--- src/rtl/r_pkt_pkg.sv ---
// Shared types, widths and helper functions for the r_pkt_gen packet source.
package r_pkt_pkg;

  localparam int unsigned ADDR_W = 2;
  localparam int unsigned LEN_W  = 6;
  localparam int unsigned DATA_W = 8;

  typedef enum logic [2:0] {
    S_IDLE    = 3'd0,
    S_HEADER  = 3'd1,
    S_PAYLOAD = 3'd2,
    S_PARITY  = 3'd3,
    S_GAP     = 3'd4
  } state_t;

  function automatic logic [DATA_W-1:0] hdr_pack(input logic [LEN_W-1:0]  len,
                                                 input logic [ADDR_W-1:0] addr);
    return {len, addr};
  endfunction

  function automatic logic [DATA_W-1:0] lfsr_next(input logic [DATA_W-1:0] cur);
    return {cur[6:0], cur[7] ^ cur[5] ^ cur[4] ^ cur[3]};
  endfunction

endpackage

--- src/rtl/r_pkt_pattern.sv ---
// Payload byte generator: incrementing or LFSR sequence started from a seed.
module r_pkt_pattern
  import r_pkt_pkg::*;
(
  input  logic              clk,
  input  logic              reset,
  input  logic              load,
  input  logic              mode,
  input  logic [DATA_W-1:0] seed,
  input  logic              advance,
  output logic [DATA_W-1:0] cur_byte,
  output logic [DATA_W-1:0] next_byte
);

  logic mode_q;

  always_comb begin
    next_byte = cur_byte + 8'd1;
    if (mode_q) next_byte = lfsr_next(cur_byte);
  end

  // An all-zero LFSR would lock up, so a zero seed starts the LFSR at 1.
  always_ff @(posedge clk) begin
    if (reset) begin
      cur_byte <= '0;
      mode_q   <= 1'b0;
    end else if (load) begin
      mode_q   <= mode;
      cur_byte <= (mode && seed == '0) ? 8'h01 : seed;
    end else if (advance) begin
      cur_byte <= next_byte;
    end
  end

endmodule

--- src/rtl/r_pkt_gen.sv ---
// Router ingress packet source: header, payload, parity with busy back-pressure.
// Optional macro R_PKT_GEN_PARITY_ERR_INJ_EN enables inverted-parity injection.
module r_pkt_gen
  import r_pkt_pkg::*;
#(
  parameter int unsigned GAP_CYCLES = 2,
  parameter int unsigned CNT_W      = 16
) (
  input  logic              clk,
  input  logic              reset,
  input  logic              start,
  input  logic [ADDR_W-1:0] dest_addr,
  input  logic [LEN_W-1:0]  payload_len,
  input  logic              pat_mode,
  input  logic [DATA_W-1:0] seed,
  input  logic              inj_err,
  input  logic              busy,
  output logic [DATA_W-1:0] data_out,
  output logic              pkt_valid,
  output logic              cmd_ready,
  output logic              cmd_err,
  output logic              done,
  output logic [CNT_W-1:0]  pkts_sent
);

  localparam logic [3:0] GAP_LAST = 4'(GAP_CYCLES - 1);

  state_t            state;
  logic [LEN_W-1:0]  len_q;
  logic [LEN_W-1:0]  idx;
  logic [DATA_W-1:0] parity;
  logic [3:0]        gap_cnt;
  logic [DATA_W-1:0] inj_mask;
  logic [DATA_W-1:0] pat_cur;
  logic [DATA_W-1:0] pat_next;
  logic              cmd_accept;
  logic              pay_accept;

  assign cmd_accept = (state == S_IDLE) && start && (payload_len != '0);
  assign pay_accept = (state == S_PAYLOAD) && !busy;

`ifdef R_PKT_GEN_PARITY_ERR_INJ_EN
  logic inj_q;
  always_ff @(posedge clk) begin
    if (reset)           inj_q <= 1'b0;
    else if (cmd_accept) inj_q <= inj_err;
  end
  assign inj_mask = {DATA_W{inj_q}};
`else
  logic unused_inj;
  assign unused_inj = inj_err;
  assign inj_mask   = '0;
`endif

  r_pkt_pattern u_pattern (
    .clk       (clk),
    .reset     (reset),
    .load      (cmd_accept),
    .mode      (pat_mode),
    .seed      (seed),
    .advance   (pay_accept),
    .cur_byte  (pat_cur),
    .next_byte (pat_next)
  );

  always_ff @(posedge clk) begin
    if (reset) begin
      state     <= S_IDLE;
      len_q     <= '0;
      idx       <= '0;
      parity    <= '0;
      gap_cnt   <= '0;
      data_out  <= '0;
      pkt_valid <= 1'b0;
      cmd_ready <= 1'b1;
      cmd_err   <= 1'b0;
      done      <= 1'b0;
      pkts_sent <= '0;
    end else begin
      done    <= 1'b0;
      cmd_err <= 1'b0;
      unique case (state)
        S_IDLE: begin
          if (start) begin
            if (payload_len == '0) begin
              cmd_err <= 1'b1;
            end else begin
              len_q     <= payload_len;
              idx       <= '0;
              parity    <= hdr_pack(payload_len, dest_addr);
              data_out  <= hdr_pack(payload_len, dest_addr);
              pkt_valid <= 1'b1;
              cmd_ready <= 1'b0;
              state     <= S_HEADER;
            end
          end
        end
        S_HEADER: begin
          if (!busy) begin
            data_out <= pat_cur;
            state    <= S_PAYLOAD;
          end
        end
        S_PAYLOAD: begin
          // data_out already holds the byte being accepted; fold it in here.
          if (!busy) begin
            idx    <= idx + 6'd1;
            parity <= parity ^ data_out;
            if (idx == len_q - 6'd1) begin
              data_out  <= (parity ^ data_out) ^ inj_mask;
              pkt_valid <= 1'b0;
              state     <= S_PARITY;
            end else begin
              data_out <= pat_next;
            end
          end
        end
        S_PARITY: begin
          if (!busy) begin
            pkts_sent <= pkts_sent + CNT_W'(1);
            data_out  <= '0;
            gap_cnt   <= '0;
            if (GAP_CYCLES == 0) begin
              cmd_ready <= 1'b1;
              done      <= 1'b1;
              state     <= S_IDLE;
            end else begin
              state <= S_GAP;
            end
          end
        end
        S_GAP: begin
          if (gap_cnt == GAP_LAST) begin
            cmd_ready <= 1'b1;
            done      <= 1'b1;
            state     <= S_IDLE;
          end else begin
            gap_cnt <= gap_cnt + 4'd1;
          end
        end
        default: begin
          state     <= S_IDLE;
          pkt_valid <= 1'b0;
          data_out  <= '0;
          cmd_ready <= 1'b1;
        end
      endcase
    end
  end

endmodule

--- config.mk ---
export PLATFORM = sky130hd
export DESIGN_NAME = r_pkt_gen
export DESIGN_NICKNAME = d
export VERILOG_FILES = /design/src/rtl/r_pkt_pkg.sv /design/src/rtl/r_pkt_pattern.sv /design/src/rtl/r_pkt_gen.sv
export SDC_FILE = /design/constraint.sdc
export NUM_CORES = 1
export LEC_CHECK = 0
export CAP_MARGIN = 20
export CORE_MARGIN = 2
export CORE_UTILIZATION = 64
export DETAILED_ROUTE_END_ITERATION = 10
export DONT_BUFFER_PORTS = 1
export GPL_ROUTABILITY_DRIVEN = 0
export PLACE_DENSITY = 0.79
export SLEW_MARGIN = 10
export SYNTH_ARGS = -nofsm -noshare
export SYNTH_HDL_FRONTEND = slang
export SYNTH_SLANG_ARGS = --single-unit
--- constraint.sdc ---
create_clock -name clk -period 3 [get_ports clk]
set_clock_uncertainty 0.1 [all_clocks]
set_input_delay 0.6 -clock clk [delete_from_list [all_inputs] [get_ports clk]]
set_output_delay 0.6 -clock clk [all_outputs]
set_load 0.05 [all_outputs]
==> impl_metrics.csv <==
group,metric,value,unit
cells_and_area,nNetsFinal,456,
synthesis,seq_area_frac_synth,35.5,%
critical_path,crit_buf_inv,1,
power_and_ir_drop,powerDensity,592,mW/mm²
outcome,run_status,"completed",
detailed_routing,dr_wl_met2,3930,µm
job,max_cap_viol_count,0,
synthesis,synth_cell_types,60,
clocking,cts_setup_buffers,0,
synthesis,ys_seq_elements,64,
synthesis,yosysWarningCount,0,
clocking,cts.sinks,64,
critical_path,path_cells,"inv_1 -> ha_1 -> nor2b_1 -> or3_2 -> a31o_2 -> or2_1 -> or3_1 -> a311oi_2",
clocking,clock_tree.root_cell,"clkbuf_8",
clocking,cts_tree,"built",
synthesis,yosys.area.top_type_share,35.5,%
timing,rsz0062_at_grt,"no",
synthesis,synth_edf_count,0,
timing,relSlewSlack,50.8,%
cells_and_area,diodes,0,
synthesis,syn_inst,433,
detailed_routing,wl_per_cell,16.9,µm
critical_path,critical_path_class,"reg -> reg",
synthesis,synth.avg_cell_area,8.34,µm²
grt,grt_usage,28.6,%
detailed_routing,vias_per_cell,6.34,
clocking,post_cts_resized,0,
synthesis,synth_top_cell_by_area,"dfxtp_1",
clocking,clk_latency,350,ps
clocking,htreeDepth,3,
grt,gr-total-overflow,0,
detailed_routing,highest_layer,"met4",
detailed_routing,drt-met1-wl,3640,µm
detailed_routing,drt_first_iter_violations,223,
grt,grt_max_degree,64,
cells_and_area,fin_cells,504,
synthesis,synth-async-reset-ratio,0,%
floorplan,start_util,66.0,%
timing,period_needed,2660,ps
grt,antenna_found_initial,0,
critical_path,crit_fanout,8,
detailed_routing,detail_route.wirelength,8510,µm
floorplan,core,0.00547,mm²
critical_path,cp.arrival,2820,ps
detailed_routing,wl_met3,772,µm
power_and_ir_drop,power,2250,µW
detailed_routing,ant_nets,0,
floorplan,die_area,0.00626,mm²
synthesis,ys.flop_type,"dfxtp_1",
floorplan,boundaryPins,50,
timing,slew_violations,0,
cells_and_area,synthToLayoutAreaGrowth,5.34,%
critical_path,required,3160,ps
critical_path,crit_path_end_kind,"flop",
grt,grt_first_pass_wirelength,14100,µm
timing,setup_tns,0,ps
floorplan,placementRows,27,
grt,grt_pass1_vias,3089,
placed_design,dpl.hpwl,5870,µm
timing,whs,219,ps
critical_path,start_kind,"flop",
timing,setup_violations,0,
detailed_routing,via_count,3193,
floorplan,die_h,79.1,µm
detailed_routing,drt-pass1-iter-count,5,
cells_and_area,layout-drive-gt1-share,11.1,%
detailed_routing,drc_errors,0,
power_and_ir_drop,p_leak,0.00137,µW
critical_path,critPathSlowestCell,"or3_2",
clocking,clk_path_buf_depth,2,
clocking,cts-buffers-inserted,9,
timing,finalCritPeriodShare,88.8,%
synthesis,synthTopCellsByArea,"dfxtp_1 35%, xor2_1 5.3%, nor2_1 5.0%, a21oi_1 4.9%, xnor2_1 3.4%",
timing,timing.fmax,375,MHz
timing,tightest_slew,738,ps
timing,hold_viol_final,0,
critical_path,max_stage_delay,440,ps
clocking,cts.clk_slew.worst_paths,70,ps
synthesis,synthesis.nets,461,
synthesis,syn_area,0.00361,mm²
critical_path,critical_path.top_delay_family,"simple AND/OR/NAND/NOR gates",
placed_design,port_buffers,0,
placed_design,dp_cells,489,
floorplan,die_w,79.1,µm
clocking,holdBufCountCts,0,
power_and_ir_drop,irDropWorstVdd,0.330,mV
min_path,holdCritPathClass,"in -> reg",
per-layer routing:
layer	GRT usage, %	up-vias
met4	11.7	0
met5	0	-
met2	45.2	119
met1	35.9	1494
met3	9.66	20
li1	-	1560
logic make-up after synthesis:
family | after synthesis | share of synthesized area [%]
buffers and inverters | 35 | 5.34
and+or+nand+nor | 156 | 21.9
muxes | 12 | 3.64
adders and majority gates | 6 | 2.08
DFF | 64 | 35.5
xor gates and xnor gates | 36 | 8.73
AOI/OAI and AO/OA | 124 | 22.8
per-stage QoR:
step	cell area [µm²]	worst slack, ps	utilization, %
final	3800	336	69.5
after detailed placement	3630	357	66.3
after floorplan	3610	571	-
after global routing	3800	199	69.5
after global placement	3630	412	66.3
after CTS	3800	345	69.5
placed cells by master, fill, tap and decap left out, types with 4 or more instances in the layout:
cell        n
a2bb2oi_1   8
o211ai_1    7
nand2_1    32
buf_4      12
a211oi_1   14
nor3_1     13
nor2b_1     4
xnor2_1    14
dfxtp_1    64
inv_1       7
ha_1        6
xor2_1     22
a22oi_1    10
o21ai_0    24
nor3b_1     9
nand3_1    11
nand4_1     8
nor2_1     48
mux2_2      9
or3_1       5
clkbuf_8   11
a21oi_1    35
registers in the layout, indices dropped and copies added (netlist names):
signal and cells:
cmd_ready 1, pkts_sent 16, idx 6, state 3
u_pattern.cur_byte 8, cmd_err 1, done 1, parity 8
gap_cnt 4, pkt_valid 1, u_pattern.mode_q 1, len_q 6
data_out 8
area by class of cell:
| class | count | area, µm² |
|---|---|---|
| Sequential cell | 64 | 1280 |
| Multi-Input combinational cell | 334 | 2140 |
| Inverter | 7 | 26.3 |
| Clock inverter | 3 | 17.5 |
| Tap cell | 72 | 90.1 |
| Timing Repair Buffer | 12 | 90.1 |
| Clock buffer | 12 | 155 |
| Fill cell | 473 | 1670 |
path summary, 6_finish.rpt:
path | slack, ps | cells past startpoint | startpoint | endpoint
setup / recovery | 340 | 8 | len_q[0] | data_out[0]
hold / removal | 220 | 1 | reset | pkts_sent[2]
setup reg to reg | 340 | 8 | len_q[0] | data_out[0]
hold reg to reg | 370 | 2 | len_q[5] | len_q[5]
synth_stat cells (all sizes together) (4+ instances only):
library cell / count
nand2: 33
nor2: 48
nand4: 8
nor2b: 4
a22oi: 10
o21ai: 25
buf: 4
nor3b: 9
clkbuf: 24
nor3: 14
inv: 7
o211ai: 8
or3: 6
mux2: 9
ha: 6
a21oi: 35
a211oi: 14
dfxtp: 64
xnor2: 14
a2bb2oi: 8
nand3: 11
xor2: 22
where the power goes:
group / internal, µW / switching, µW / total [µW]
Clock: 338 / 326 / 663
Combinational: 230 / 272 / 502
Sequential: 913 / 173 / 1090
Total: 1480 / 772 / 2250
(Power assumes the default switching activity.)
